[src/rtl/regbank16_writeback.sv]
// Write-back end of the 16-entry register file: one decoded write port, two
// bypassing combinational read ports and a per-register pending-write scoreboard.
module regbank16_writeback #(
  parameter int WIDTH    = 64,
  parameter int ZERO_REG = 15
) (
  input  logic             clk,
  input  logic             reset_n,
  input  logic             wr_en,
  input  logic [3:0]       wr_addr,
  input  logic [WIDTH-1:0] wr_data,
  input  logic             rsv_en,
  input  logic [3:0]       rsv_addr,
  input  logic [3:0]       rd_addr_a,
  input  logic [3:0]       rd_addr_b,
  output logic [WIDTH-1:0] rd_data_a,
  output logic [WIDTH-1:0] rd_data_b,
  output logic [15:0]      busy,
  output logic             wr_ack,
  output logic             wr_err
);

  localparam logic [3:0] ZERO_IDX = 4'(ZERO_REG);

  logic [WIDTH-1:0] regs_r [16];
  logic [15:0]      we_onehot_s;
  logic [15:0]      rsv_onehot_s;
  logic [15:0]      busy_next_s;
  logic [15:0]      busy_r;
  logic             wr_ack_r;
  logic             wr_err_r;
  logic             wr_zero_s;

  assign wr_zero_s = (wr_addr == ZERO_IDX);

  // Decode write and reserve indices to one-hot enables; the zero register never takes either.
  always_comb begin
    we_onehot_s  = 16'h0000;
    rsv_onehot_s = 16'h0000;
    if (wr_en) begin
      we_onehot_s = 16'h0001 << wr_addr;
    end else begin
      we_onehot_s = 16'h0000;
    end
    if (rsv_en) begin
      rsv_onehot_s = 16'h0001 << rsv_addr;
    end else begin
      rsv_onehot_s = 16'h0000;
    end
    we_onehot_s[ZERO_REG]  = 1'b0;
    rsv_onehot_s[ZERO_REG] = 1'b0;
  end

  // Register storage update; reset dominates any same-cycle write.
  always_ff @(posedge clk) begin
    if (!reset_n) begin
      for (int i = 0; i < 16; i++) begin
        regs_r[i] <= {WIDTH{1'b0}};
      end
    end else begin
      for (int i = 0; i < 16; i++) begin
        if (we_onehot_s[i]) begin
          regs_r[i] <= wr_data;
        end
      end
    end
  end

  // Scoreboard next state: a new reservation outranks a retiring write to the same register.
  always_comb begin
    busy_next_s = busy_r;
    for (int i = 0; i < 16; i++) begin
      if (rsv_onehot_s[i]) begin
        busy_next_s[i] = 1'b1;
      end else if (we_onehot_s[i]) begin
        busy_next_s[i] = 1'b0;
      end else begin
        busy_next_s[i] = busy_r[i];
      end
    end
    busy_next_s[ZERO_REG] = 1'b0;
  end

  // Scoreboard and write-status registers.
  always_ff @(posedge clk) begin
    if (!reset_n) begin
      busy_r   <= 16'h0000;
      wr_ack_r <= 1'b0;
      wr_err_r <= 1'b0;
    end else begin
      busy_r   <= busy_next_s;
      wr_ack_r <= wr_en & ~wr_zero_s;
      wr_err_r <= wr_en & wr_zero_s;
    end
  end

  // Read port A with same-cycle write-through so decode sees the retiring value.
  always_comb begin
    rd_data_a = {WIDTH{1'b0}};
    if (rd_addr_a == ZERO_IDX) begin
      rd_data_a = {WIDTH{1'b0}};
    end else if (wr_en && (wr_addr == rd_addr_a)) begin
      rd_data_a = wr_data;
    end else begin
      rd_data_a = regs_r[rd_addr_a];
    end
  end

  // Read port B, identical selection rules to port A.
  always_comb begin
    rd_data_b = {WIDTH{1'b0}};
    if (rd_addr_b == ZERO_IDX) begin
      rd_data_b = {WIDTH{1'b0}};
    end else if (wr_en && (wr_addr == rd_addr_b)) begin
      rd_data_b = wr_data;
    end else begin
      rd_data_b = regs_r[rd_addr_b];
    end
  end

  assign busy   = busy_r;
  assign wr_ack = wr_ack_r;
  assign wr_err = wr_err_r;

endmodule
[config.mk]
export PLATFORM = sky130hd
export DESIGN_NAME = regbank16_writeback
export DESIGN_NICKNAME = d
export VERILOG_FILES = /design/src/rtl/regbank16_writeback.sv
export SDC_FILE = /design/constraint.sdc
export NUM_CORES = 2
export LEC_CHECK = 0
export CAP_MARGIN = 20
export CORE_MARGIN = 3
export CORE_UTILIZATION = 60
export DETAILED_ROUTE_END_ITERATION = 12
export DONT_BUFFER_PORTS = 1
export GPL_ROUTABILITY_DRIVEN = 0
export PLACE_DENSITY = 0.8
export SLEW_MARGIN = 20
export SYNTH_ARGS = -nofsm -noshare
export SYNTH_HDL_FRONTEND = slang
export SYNTH_SLANG_ARGS = --single-unit
[constraint.sdc]
create_clock -name clk -period 11.3 [get_ports clk]
set_clock_uncertainty 0.05 [all_clocks]
set_input_delay 1.695 -clock clk [delete_from_list [all_inputs] [get_ports clk]]
set_output_delay 1.695 -clock clk [all_outputs]
set_load 0.1 [all_outputs]
Word-level counts from Yosys, hierarchy flattened
Memories as Yosys holds them, arrays and structs flattened.
Cells that the tools add are included.
{ "classes": {"eq_ne": 5, "n_shift": 2, "muxes": 97, "n_bitwise": 18, "n_reduce_logical": 17} }
{ "ops": {"columns": ["operator", "n"], "rows": [
  ["$mux W64", 19],
  ["$mux W1", 76],
  ["$mux W15", 2],
  ["$reduce_bool A2 Y1", 15],
  ["$shl A1 B4 Y15 const A", 2],
  ["$or A1 B1 Y1", 15],
  ["$eq A4 B4 Y1 const B", 3],
  ["$eq A4 B4 Y1", 2],
  ["$and A1 B1 Y1", 2],
  ["$logic_and A1 B1 Y1", 2],
  ["$not A1 Y1", 1]
]} }
{ "totals": {"regBits": 18, "ramBits": 1024, "input_bits": 84, "out_inout_bits": 146, "wordCells": 158, "mem_count": 1} }
{ "mem_list": {"columns": ["memory", "depth", "width", "rd", "rd_ports_with_merged_regs", "write_ports", "line", "rtl"], "rows": [
  ["regs_r", 16, 64, 2, 0, 16, "25", "logic [WIDTH-1:0] regs_r [16];"]
]} }

Depth between registers and ports, before layout
{ "depth": {"depth_word": 6, "depth_mapped": 9, "depth_no_buf": 5} }

Least setup slack after synthesis
No wires, ideal clock.
{ "synth_path": {"path_type": "input to register", "startpoint": "input wr_addr[3]", "endpoint": "register busy_r[12], in the netlist busy[12]", "setup_ps": 374, "arrival_ps": 7178, "t_required_ps": 10876, "setup_slack_ps": 3698, "stages": 4, "n_path_buf": 1, "cell_sequence": "buf_2 nand3_1 o31ai_1 o32ai_1"} }
{ "synth_via": {"elab_chain_cells": 3} }
{ "synth_rtl": {"columns": ["element", "line", "rtl"], "rows": [
  ["from (decl)", "10", "input logic [3:0] wr_addr,"],
  ["$shl A1 B4 Y15", "41", "we_onehot_s = 16'h0001 << wr_addr;"],
  ["$mux W15", "40", "if (wr_en) begin"],
  ["$reduce_bool A2 Y1 (no line)", null, null],
  ["to (signal assigned)", "91", "busy_r <= busy_next_s;"],
  ["to (decl)", "29", "logic [15:0] busy_r;"]
]} }
Every way passes these cells.
A chain may end at the register's enable or synchronous reset.

Worst setup path after layout
{ "layout_path": {"startpoint": "input rd_addr_a[0]", "endpoint": "output rd_data_a[38]"} }
{ "layout_via": {"elab_chain_cells": 4, "word_cells_on_any_way": 6, "classes_between": "eq/ne: 2; mux: 2; reduce/logical: 1; memory: 1"} }
{ "layout_rtl": {"columns": ["element", "line", "rtl"], "rows": [
  ["from (decl)", "14", "input logic [3:0] rd_addr_a,"],
  ["branches (longest 3 deep; another with $mem_v2 Z16 W64)", null, null],
  ["$mux W64 *", "100", "if (rd_addr_a == ZERO_IDX) begin"],
  ["to (decl)", "16", "output logic [WIDTH-1:0] rd_data_a,"]
]} }
Every way passes the cells marked *.

==> flow_summary.yaml <==
outcome:
  status: "completed"
setup_path:
  worstSetupStartpointType: "primary input"
  critPathBufInv: 1
  worstPathArrival_ns: 5.07
  endpoint_kind: "primary output"
  slowest_delay_ns: 0.94
  critPathSlowestCell: "buf_4"
  worstPathCellList: "nor2b_4 > buf_4 > nand2_1 > o211ai_1 > a31oi_1 > o2bb2ai_2"
  path_delay_family: "compound AO/OA/AOI/OAI gates"
  required_ns: 9.56
  path_class: "primary input to primary output"
  worstPathMaxFanout: 198
synthesis:
  netlist_area_sq_mm: 0.05022
  yosysMostFrequentCell: "edfxtp_1"
  yosysSeqAreaShare: 0.5808
  yosys_warnings: 0
  synth_edf_count: 960
  syn-num-nets: 3725
  synth_area_leaders: "edfxtp_1, mux4_2, mux2i_1"
  synth-async-reset-ratio: 0
  postSynthAreaPerCell_sq_um: 13.79
  syn_inst: 3641
  synth.distinct_cells: 44
  synth_top_area_frac: 0.5740
  yosys-top-cells-count: "edfxtp_1, nor2_1, mux4_2"
  synth_area_leader_cell: "edfxtp_1"
  ys.flop_type: "edfxtp_1"
  synth-seq-cells: 977
sta:
  fmax_mhz: 146.7
  rsz0062_at_grt: "no"
  post-route-period-util: 0.6032
  maxSlewHeadroom: 0.1695
  worst_slew_pin_slew_ns: 1.246
  setup_violations: 0
  period_needed_ns: 6.816
  timing.setup.tns_ns: 0
  hold_viol_final: 0
  finalMaxSlewViolations: 0
power:
  p_switching_w: 0.002610
  pwr-share-comb: 0.184
  pwr-share-clk: 0.347
  pwr-share-seq: 0.469
  intPower_w: 0.006756
  total_power_w: 0.009366
  p_leak_nw: 19.78
  swShare: 0.2787
  ir_worst_vdd_v: 0.0001216
  p_per_area_mw_per_mm2: 167.4
global_routing:
  grt_pass1_vias: 35810
  grt_overflow_total: 0
  antenna_found_initial: 0
  grt_usage: 0.3530
  grt_pass1_wl_um: 226400
  grt_max_degree: 260
floorplan:
  core_area_sq_mm: 0.08250
  fp.dieArea_sq_mm: 0.08721
  num_rows: 105
  die_x_um: 295.3
  die_h_um: 295.3
  start_util: 0.6087
  io_pins: 230
drt:
  vias: 34510
  antenna_left: 0
  drt_wl_total_um: 153400
  drtPass1Iterations: 6
  routedWlPerCell_um: 33.26
  drt-initial-drc-count: 5242
  drc: 0
  vias_per_cell: 7.484
clock_network:
  clk_path_buf_depth: 3
  cts_sinks: 977
  clk_pin_slew_ns: 0.06
  cts_resized: 0
  cts_tree: "yes"
  cts-htree-levels: 3
  post-cts-setup-buffers: 0
  tritoncts.num_buffers: 97
  cts_root_buffer: "clkbuf_16"
  clock_latency_ns: 0.64
  hold_buffers: 0
cells_and_area:
  antenna_cells: 0
  final_nets: 3547
  drive_gt1_frac: 0.2090
  area_delta_synth_final_pct: 11.41
  fillers: 5242
hold_path:
  hp-class: "flip-flop to flip-flop"
placement:
  io_buffers: 0
  dp_hpwl_um: 77660
flow_run:
  cap_violations: 0
## state kept, by name, indices dropped and copies added (netlist names)
signal,cells
busy,15
regs_r,960
wr_ack,1
wr_err,1
## per-layer routing
layer	wire length (um)	vias to the layer above	track usage
li1	-	13660	-
met4	8479	0	0.1870
met1	49180	17080	0.4486
met2	72520	3176	0.5633
met3	23170	591	0.09360
met5	0	-	0
## cells in the final DEF, fill, tap and decap left out, types with 64 or more instances in the layout
cell type,n
edfxtp_1,960
nor2_1,709
mux4_2,321
mux2i_1,319
inv_1,134
nand2_1,133
o211ai_1,126
clkbuf_16,111
o221ai_1,64
## final cells by class
cell class | count | area, sq um | share of cell area
sequential | 977 | 29170 | 0.5213
multi-input combinational | 2138 | 19650 | 0.3511
clock buffer | 126 | 2673 | 0.04776
timing repair buffer | 115 | 2122 | 0.03793
tap | 1070 | 1339 | 0.02393
inverter | 134 | 503.0 | 0.008989
clock inverter | 51 | 500.5 | 0.008945
## power groups by stage
stage / combinational, W / sequential (W) / clock (W)
6_report: 0.00172 / 0.00439 / 0.00325
5_1_grt: 0.00177 / 0.00441 / 0.00338
4_1_cts: 0.00171 / 0.00438 / 0.00324
3_5_place_dp: 0.00170 / 0.00445 / 0
3_3_place_gp: 0.00168 / 0.00442 / 0
2_1_floorplan: 0.00129 / 0.00442 / 0
## cells by family after synthesis
group	share of synthesized area
flip-flops	0.5808
AND/OR/NAND/NOR	0.07477
multiplexers	0.2080
AO/OA/AOI/OAI	0.08857
buffers and inverters	0.04631
XOR/XNOR	0.001545
other	0.00007467
## through the flow
| stage | std cells | area (sq um) | util | setup WS [ns] | hold slack, ns |
|---|---|---|---|---|---|
| after floorplan | 3641 | 50220 | - | 3.698 | 0.8372 |
| after global placement | 4433 | 52700 | 0.6388 | 4.851 | 0.8534 |
| after detailed placement | 4434 | 52730 | 0.6391 | 4.826 | 0.8655 |
| after CTS | 4611 | 55900 | 0.6776 | 4.844 | 0.8759 |
| after global routing | 4611 | 55950 | 0.6782 | 4.508 | 0.9033 |
| final | 4611 | 55950 | 0.6782 | 4.484 | 0.8810 |
## worst register-to-register path: stages, from the launching register on
cell     delay, ns
dfxtp_1       0.97
inv_1         0.08
o21ai_0       0.20
## worst paths after layout
| kind | from | to | slack (ns) | depth (start not counted) |
|---|---|---|---|---|
| worst max-delay path | rd_addr_a[0] | rd_data_a[38] | 4.48 | 6 |
| worst min-delay path | busy[14]$_SDFFE_PN0P_ | busy[14]$_SDFFE_PN0P_ | 0.88 | 2 |
| worst max register to register | busy[11]$_SDFFE_PN0P_ | busy[11]$_SDFFE_PN0P_ | 9.91 | 2 |
| worst min register to register | busy[14]$_SDFFE_PN0P_ | busy[14]$_SDFFE_PN0P_ | 0.88 | 2 |
(Power assumes the default switching activity.)
